<file path="src/rtl/pacman_motion_ctrl.sv">
// Pac-Man per-frame motion scheduler: buffers the wanted direction, proposes at
// most one one-pixel move per frame to the external collision checker over a
// req/ack handshake, commits clear moves, and sequences title and win screens.
module pacman_motion_ctrl #(
    parameter int START_X       = 310,
    parameter int START_Y       = 230,
    parameter int X_MAX         = 618,
    parameter int Y_MAX         = 458,
    parameter int TITLE_FRAMES  = 2,
    parameter int CHECK_TIMEOUT = 255
) (
    input  logic       clk,
    input  logic       reset,
    input  logic       frame_tick,
    input  logic       BTNU,
    input  logic       BTND,
    input  logic       BTNL,
    input  logic       BTNR,
    input  logic       BTNC,
    output logic       check_req,
    output logic [9:0] check_x,
    output logic [8:0] check_y,
    input  logic       check_ack,
    input  logic       check_blocked,
    input  logic       level_done,
    output logic [9:0] pacman_x,
    output logic [8:0] pacman_y,
    output logic [1:0] facing,
    output logic       show_title,
    output logic       won
);

    localparam int WCW = $clog2(CHECK_TIMEOUT + 1);
    localparam int TCW = $clog2(TITLE_FRAMES + 1);
    localparam logic [9:0]     START_X_C = 10'(START_X);
    localparam logic [8:0]     START_Y_C = 9'(START_Y);
    localparam logic [9:0]     X_MAX_C   = 10'(X_MAX);
    localparam logic [8:0]     Y_MAX_C   = 9'(Y_MAX);
    localparam logic [WCW-1:0] WAIT_LAST = WCW'(CHECK_TIMEOUT - 1);
    localparam logic [TCW-1:0] TITLE_LD  = TCW'(TITLE_FRAMES);
    localparam logic [TCW-1:0] TITLE_ONE = TCW'(1);

    localparam logic [1:0] DIR_R = 2'd0;
    localparam logic [1:0] DIR_L = 2'd1;
    localparam logic [1:0] DIR_U = 2'd2;
    localparam logic [1:0] DIR_D = 2'd3;

    typedef enum logic [2:0] {
        ST_TITLE   = 3'd0,
        ST_IDLE    = 3'd1,
        ST_CHK_DES = 3'd2,
        ST_CHK_CUR = 3'd3,
        ST_WON     = 3'd4
    } state_t;

    state_t         state_r;
    logic           req_r;
    logic [9:0]     cx_r;
    logic [8:0]     cy_r;
    logic [WCW-1:0] wait_cnt_r;
    logic           blk_now_r;
    logic           launch_r;
    logic [TCW-1:0] title_cnt_r;
    logic [1:0]     des_dir_r;
    logic           des_valid_r;
    logic [1:0]     cur_dir_r;
    logic           cur_valid_r;
    logic [9:0]     px_r;
    logic [8:0]     py_r;
    logic [1:0]     facing_r;
    logic           show_title_r;
    logic           won_r;

    // Candidate one pixel away in dir; bit 19 flags "already at the edge"
    // (position unchanged in that case).
    function automatic logic [19:0] cand_calc(input logic [1:0] dir,
                                              input logic [9:0] x,
                                              input logic [8:0] y);
        logic       lim;
        logic [9:0] nx;
        logic [8:0] ny;
        lim = 1'b0;
        nx  = x;
        ny  = y;
        case (dir)
            DIR_R: if (x >= X_MAX_C) lim = 1'b1; else nx = x + 10'd1;
            DIR_L: if (x == 10'd0)   lim = 1'b1; else nx = x - 10'd1;
            DIR_U: if (y == 9'd0)    lim = 1'b1; else ny = y - 9'd1;
            DIR_D: if (y >= Y_MAX_C) lim = 1'b1; else ny = y + 9'd1;
            default: lim = 1'b1;
        endcase
        return {lim, nx, ny};
    endfunction

    logic        btn_any_s;
    logic [1:0]  btn_dir_s;
    logic [19:0] launch_cand_s;
    logic        do_launch_s;
    logic        ack_hit_s;
    logic        timeout_s;
    logic        res_valid_s;
    logic        res_blocked_s;
    logic        active_s;

    // Button priority encoder, U > D > L > R.
    always_comb begin
        btn_any_s = 1'b1;
        btn_dir_s = DIR_R;
        if (BTNU)      btn_dir_s = DIR_U;
        else if (BTND) btn_dir_s = DIR_D;
        else if (BTNL) btn_dir_s = DIR_L;
        else if (BTNR) btn_dir_s = DIR_R;
        else           btn_any_s = 1'b0;
    end

    // Launch decision, candidate selection and checker result decoding.
    always_comb begin
        active_s = (state_r == ST_IDLE) || (state_r == ST_CHK_DES) ||
                   (state_r == ST_CHK_CUR);
        if ((state_r == ST_IDLE) && des_valid_r)
            launch_cand_s = cand_calc(des_dir_r, px_r, py_r);
        else
            launch_cand_s = cand_calc(cur_dir_r, px_r, py_r);
        if (level_done)
            do_launch_s = 1'b0;
        else if (state_r == ST_IDLE)
            do_launch_s = frame_tick && (des_valid_r || cur_valid_r);
        else if (state_r == ST_CHK_CUR)
            do_launch_s = launch_r;
        else
            do_launch_s = 1'b0;
        ack_hit_s     = req_r && check_ack;
        timeout_s     = req_r && !check_ack && (wait_cnt_r == WAIT_LAST);
        res_valid_s   = ack_hit_s || timeout_s || blk_now_r;
        res_blocked_s = blk_now_r || timeout_s || (ack_hit_s && check_blocked);
    end

    // Main state machine with all registered outputs.
    always_ff @(posedge clk or negedge reset) begin
        if (!reset) begin
            state_r      <= ST_TITLE;
            req_r        <= 1'b0;
            cx_r         <= START_X_C;
            cy_r         <= START_Y_C;
            wait_cnt_r   <= '0;
            blk_now_r    <= 1'b0;
            launch_r     <= 1'b0;
            title_cnt_r  <= TITLE_LD;
            des_dir_r    <= DIR_R;
            des_valid_r  <= 1'b0;
            cur_dir_r    <= DIR_R;
            cur_valid_r  <= 1'b0;
            px_r         <= START_X_C;
            py_r         <= START_Y_C;
            facing_r     <= DIR_R;
            show_title_r <= 1'b1;
            won_r        <= 1'b0;
        end else begin
            if (req_r && !check_ack && !timeout_s) begin
                wait_cnt_r <= wait_cnt_r + WCW'(1);
            end
            case (state_r)
                ST_TITLE: begin
                    if (frame_tick && BTNC) begin
                        title_cnt_r <= title_cnt_r - TCW'(1);
                        if (title_cnt_r <= TITLE_ONE) begin
                            state_r      <= ST_IDLE;
                            show_title_r <= 1'b0;
                        end
                    end
                end
                ST_IDLE, ST_CHK_DES, ST_CHK_CUR: begin
                    if (level_done) begin
                        // Abandon any outstanding check; nothing commits.
                        state_r   <= ST_WON;
                        won_r     <= 1'b1;
                        req_r     <= 1'b0;
                        blk_now_r <= 1'b0;
                        launch_r  <= 1'b0;
                    end else if (state_r == ST_IDLE) begin
                        if (frame_tick && des_valid_r)      state_r <= ST_CHK_DES;
                        else if (frame_tick && cur_valid_r) state_r <= ST_CHK_CUR;
                    end else if (state_r == ST_CHK_CUR && launch_r) begin
                        launch_r <= 1'b0;
                    end else if (res_valid_s) begin
                        req_r     <= 1'b0;
                        blk_now_r <= 1'b0;
                        state_r   <= ST_IDLE;
                        if (!res_blocked_s) begin
                            px_r <= cx_r;
                            py_r <= cy_r;
                        end
                        if (state_r == ST_CHK_DES) begin
                            if (!res_blocked_s) begin
                                cur_dir_r   <= des_dir_r;
                                cur_valid_r <= 1'b1;
                                des_valid_r <= 1'b0;
                                facing_r    <= des_dir_r;
                            end else if (cur_valid_r && (cur_dir_r != des_dir_r)) begin
                                // Fall back to the current direction next cycle.
                                state_r  <= ST_CHK_CUR;
                                launch_r <= 1'b1;
                            end
                        end else if (res_blocked_s) begin
                            cur_valid_r <= 1'b0;
                        end
                    end
                end
                ST_WON: begin
                    if (frame_tick && BTNC) begin
                        state_r      <= ST_TITLE;
                        px_r         <= START_X_C;
                        py_r         <= START_Y_C;
                        cx_r         <= START_X_C;
                        cy_r         <= START_Y_C;
                        des_valid_r  <= 1'b0;
                        cur_valid_r  <= 1'b0;
                        facing_r     <= DIR_R;
                        title_cnt_r  <= TITLE_LD;
                        show_title_r <= 1'b1;
                        won_r        <= 1'b0;
                    end
                end
                default: begin
                    state_r <= ST_TITLE;
                end
            endcase
            if (do_launch_s) begin
                cx_r <= launch_cand_s[18:9];
                cy_r <= launch_cand_s[8:0];
                if (launch_cand_s[19]) begin
                    blk_now_r <= 1'b1;
                end else begin
                    req_r      <= 1'b1;
                    wait_cnt_r <= '0;
                end
            end
            // A press in the commit cycle overrides the clear above.
            if (active_s && btn_any_s) begin
                des_dir_r   <= btn_dir_s;
                des_valid_r <= 1'b1;
            end
        end
    end

    assign check_req  = req_r;
    assign check_x    = cx_r;
    assign check_y    = cy_r;
    assign pacman_x   = px_r;
    assign pacman_y   = py_r;
    assign facing     = facing_r;
    assign show_title = show_title_r;
    assign won        = won_r;

endmodule
</file>
<file path="config.mk">
export PLATFORM = sky130hd
export DESIGN_NAME = pacman_motion_ctrl
export DESIGN_NICKNAME = d
export VERILOG_FILES = /design/src/rtl/pacman_motion_ctrl.sv
export SDC_FILE = /design/constraint.sdc
export NUM_CORES = 1
export LEC_CHECK = 0
export CORE_MARGIN = 2
export CORE_UTILIZATION = 58
export DETAILED_ROUTE_END_ITERATION = 6
export GPL_ROUTABILITY_DRIVEN = 1
export PLACE_DENSITY_LB_ADDON = 0.3
export SYNTH_ARGS = -nofsm -noshare
export SYNTH_HDL_FRONTEND = slang
export SYNTH_SLANG_ARGS = --single-unit
export TNS_END_PERCENT = 50
</file>
<file path="constraint.sdc">
create_clock -name clk -period 3.4 [get_ports clk]
set_input_delay 0.51 -clock clk [delete_from_list [all_inputs] [get_ports clk]]
set_output_delay 0.51 -clock clk [all_outputs]
set_load 0.03 [all_outputs]
</file>
==> reports/results.tsv <==
metric	value	unit
status	finished, final reports clean	
busiest metal layer after global routing	met2	
Mapped Area	4881	sq um
Starting Density	0.5970	
setup TNS	0	ns
maximum operating frequency	362.2	MHz
detailed placer's ending HPWL	9959	um
largest net degree at the start of global routing	50	
top-count cell post-synth	nand2_1	
Syn Area/Cell	8.176	sq um
CP arrival	3.05	ns
Finished Core Util	0.6970	
PwrDens	1068	nW/um^2
I/O Buffers	53	
Crit Path Class	register to register	
worst hold path class	primary input to asynchronous set/reset pin	
Die H	95.74	um
global-route track usage on met2	0.5350	
period utilization	0.8120	
CTS tree	yes	
vias in the first global route	4611	
drt first pass iters	5	
share of layout cells above drive strength 1	0.1252	
Net Count, Synth	618	
fillers	666	
nets@finish	647	
RSZ-0062 raised after global routing	false	
Setup violations, final	0	
leakage power	2.250	nW
num rows	33	
max-slew violations	0	
total of max-cap violations	0	
post_cts resized	0	
CTS clk-pin slew, worst paths	0.09	ns
Post-synth top cells	nand2_1 (75), nor2_1 (45), o21ai_0 (44)	
Top FF cell, synth	dfrtp_1	
clk root buf	clkbuf_8	
Post-CTS Setup Bufs	0	
Post-synth EDFFs	0	
IO Pins	54	
Die X	95.74	um
Via density	6.647	
cts bufs inserted	9	
fin crit period	2.761	ns
area leader, netlist	dfrtp_1	
worst slew pin tran	1.124	ns
Hold Vio Cnt, Final	0	
worst skew pair latency	0.36	ns
Max IR drop VDD	0.5671	mV
diode count	0	
initial antenna violation count	0	
slew margin rel.	0.2510	
total gr overflow	0	
YS warnings	0	
htree depth	3	
ranking of synthesized cells by area	dfrtp_1 (22%), dfstp_2 (12%), nand2_1 (5.8%), o21ai_0 (4.5%), a21oi_1 (3.7%)	
Req. time, crit path	3.69	ns
clk sinks	64	
GRT met3 Usage	0.06343	
hold buffers post-CTS	0	
Synth Register Bits	64	
GRT Total Usage	0.3301	
Yosys top cell area share	0.2153	
DRC	0	
Yosys cell types	81	
clock tree buffer depth	2	
met1 GRT Util	0.4400	
crit end category	register	
global-route wire length before repair	23490	um
Final Skew	0.01178	ns
WHS	0.3595	ns
Routability Congestion	1.017	
Max FO, Critical Path	8	
ys async rst share	1.000	
Post-Syn Instances	597	
die area	9165	sq um
Core ar.	8175	sq um
final WL	14570	um
Post-DRT Antenna Nets	0	
crit path launch type	register	
sequential area share after synthesis	0.3338	
average wire per standard cell	19.79	um
synth-to-layout area growth	16.74	%
Iter 0 DRT Violations	594	
vias	4892	
[critical path, cell delays in order, from the launching register on]
cell and delay [ns]:
dfrtp_1 0.47, inv_1 0.19, ha_1 0.20, or3b_1 0.41
nor4b_4 0.48, buf_4 0.25, nor2_1 0.06, a221oi_1 0.29
o221ai_1 0.19, o221a_2 0.17
[per-stage QoR]
stage	total power, mW	cell area (sq um)	setup WS, ns	instances
after floorplan	4.033	4881	0.9264	597
after global placement	5.059	5445	0.7679	720
after detailed placement	5.151	5445	0.7044	720
after CTS	6.020	5698	0.6956	736
after global routing	6.455	5698	0.4796	736
final	6.086	5698	0.6391	736
[worst paths after layout]
check | cells after the start | slack (ns) | start | endpoint
min in group clk | 2 | 0.46 | show_title$_DFFE_PN1P_ | show_title$_DFFE_PN1P_
hold reg to reg | 2 | 0.46 | show_title$_DFFE_PN1P_ | show_title$_DFFE_PN1P_
setup reg to reg | 9 | 0.64 | pacman_y[0]$_DFFE_PN0P_ | check_y[1]$_DFFE_PN1P_
setup / recovery | 9 | 0.64 | pacman_y[0]$_DFFE_PN0P_ | check_y[1]$_DFFE_PN1P_
hold / removal | 1 | 0.36 | reset | pacman_x[0]$_DFFE_PN0P_
max in group asynchronous | 2 | 2.13 | reset | pacman_x[5]$_DFFE_PN1P_
[report_power, final]
group / leakage [nW] / switching, mW / internal (mW) / total (mW)
combinational: 1.36 / 2.04 / 1.35 / 3.40
clock: 0.123 / 0.338 / 0.511 / 0.849
sequential: 0.766 / 0.660 / 1.18 / 1.84
total: 2.25 / 3.04 / 3.05 / 6.09
[sequential cells by signal (all words and copies together), names as in the netlist, 2 cells and up]
register and count:
title_cnt_r 2, des_dir_r 2, state_r 3, pacman_y 9
pacman_x 10, facing 2, wait_cnt_r 8, check_y 9
check_x 10, cur_dir_r 2
[cell type report]
cell class,instances,area [sq um],area share
flip-flops and latches,64,1629,0.2859
multi-input cells,467,2987,0.5242
repair buffers,68,638.1,0.1120
clock buffers,10,137.6,0.02415
well taps,105,131.4,0.02306
inverters,16,60.06,0.01054
clock inverters,6,115.1,0.02020
[cell families after synthesis]
logic type	share of synthesized area
flops	0.3338
xor+xnor	0.04127
buf+inv	0.05691
fa+ha+maj	0.02563
mux	0.02563
compound gates	0.2597
simple gates	0.2571
[layout by cell type, fill, tap and decap left out, types with 7 or more instances in the layout]
cell	instances
a21oi_1	36
a221oi_1	8
a31oi_1	8
and2_1	11
and3_1	8
buf_4	15
clkbuf_8	10
clkdlybuf4s50_1	52
dfrtp_1	42
dfstp_2	22
ha_1	10
inv_1	14
mux2i_1	8
nand2_1	75
nand3_1	18
nand4_1	15
nor2_1	45
nor3_1	17
o211ai_1	7
o21ai_0	44
o221ai_1	7
o31ai_1	8
xnor2_1	15
xor2_1	8
[routing by layer]
layer	vias to the layer above	part of all wire
met5	-	0
met4	0	0.025
met3	41	0.083
met2	266	0.48
met1	2316	0.42
li1	2269	-
Note: power is estimated with default switching activity, not from simulation.
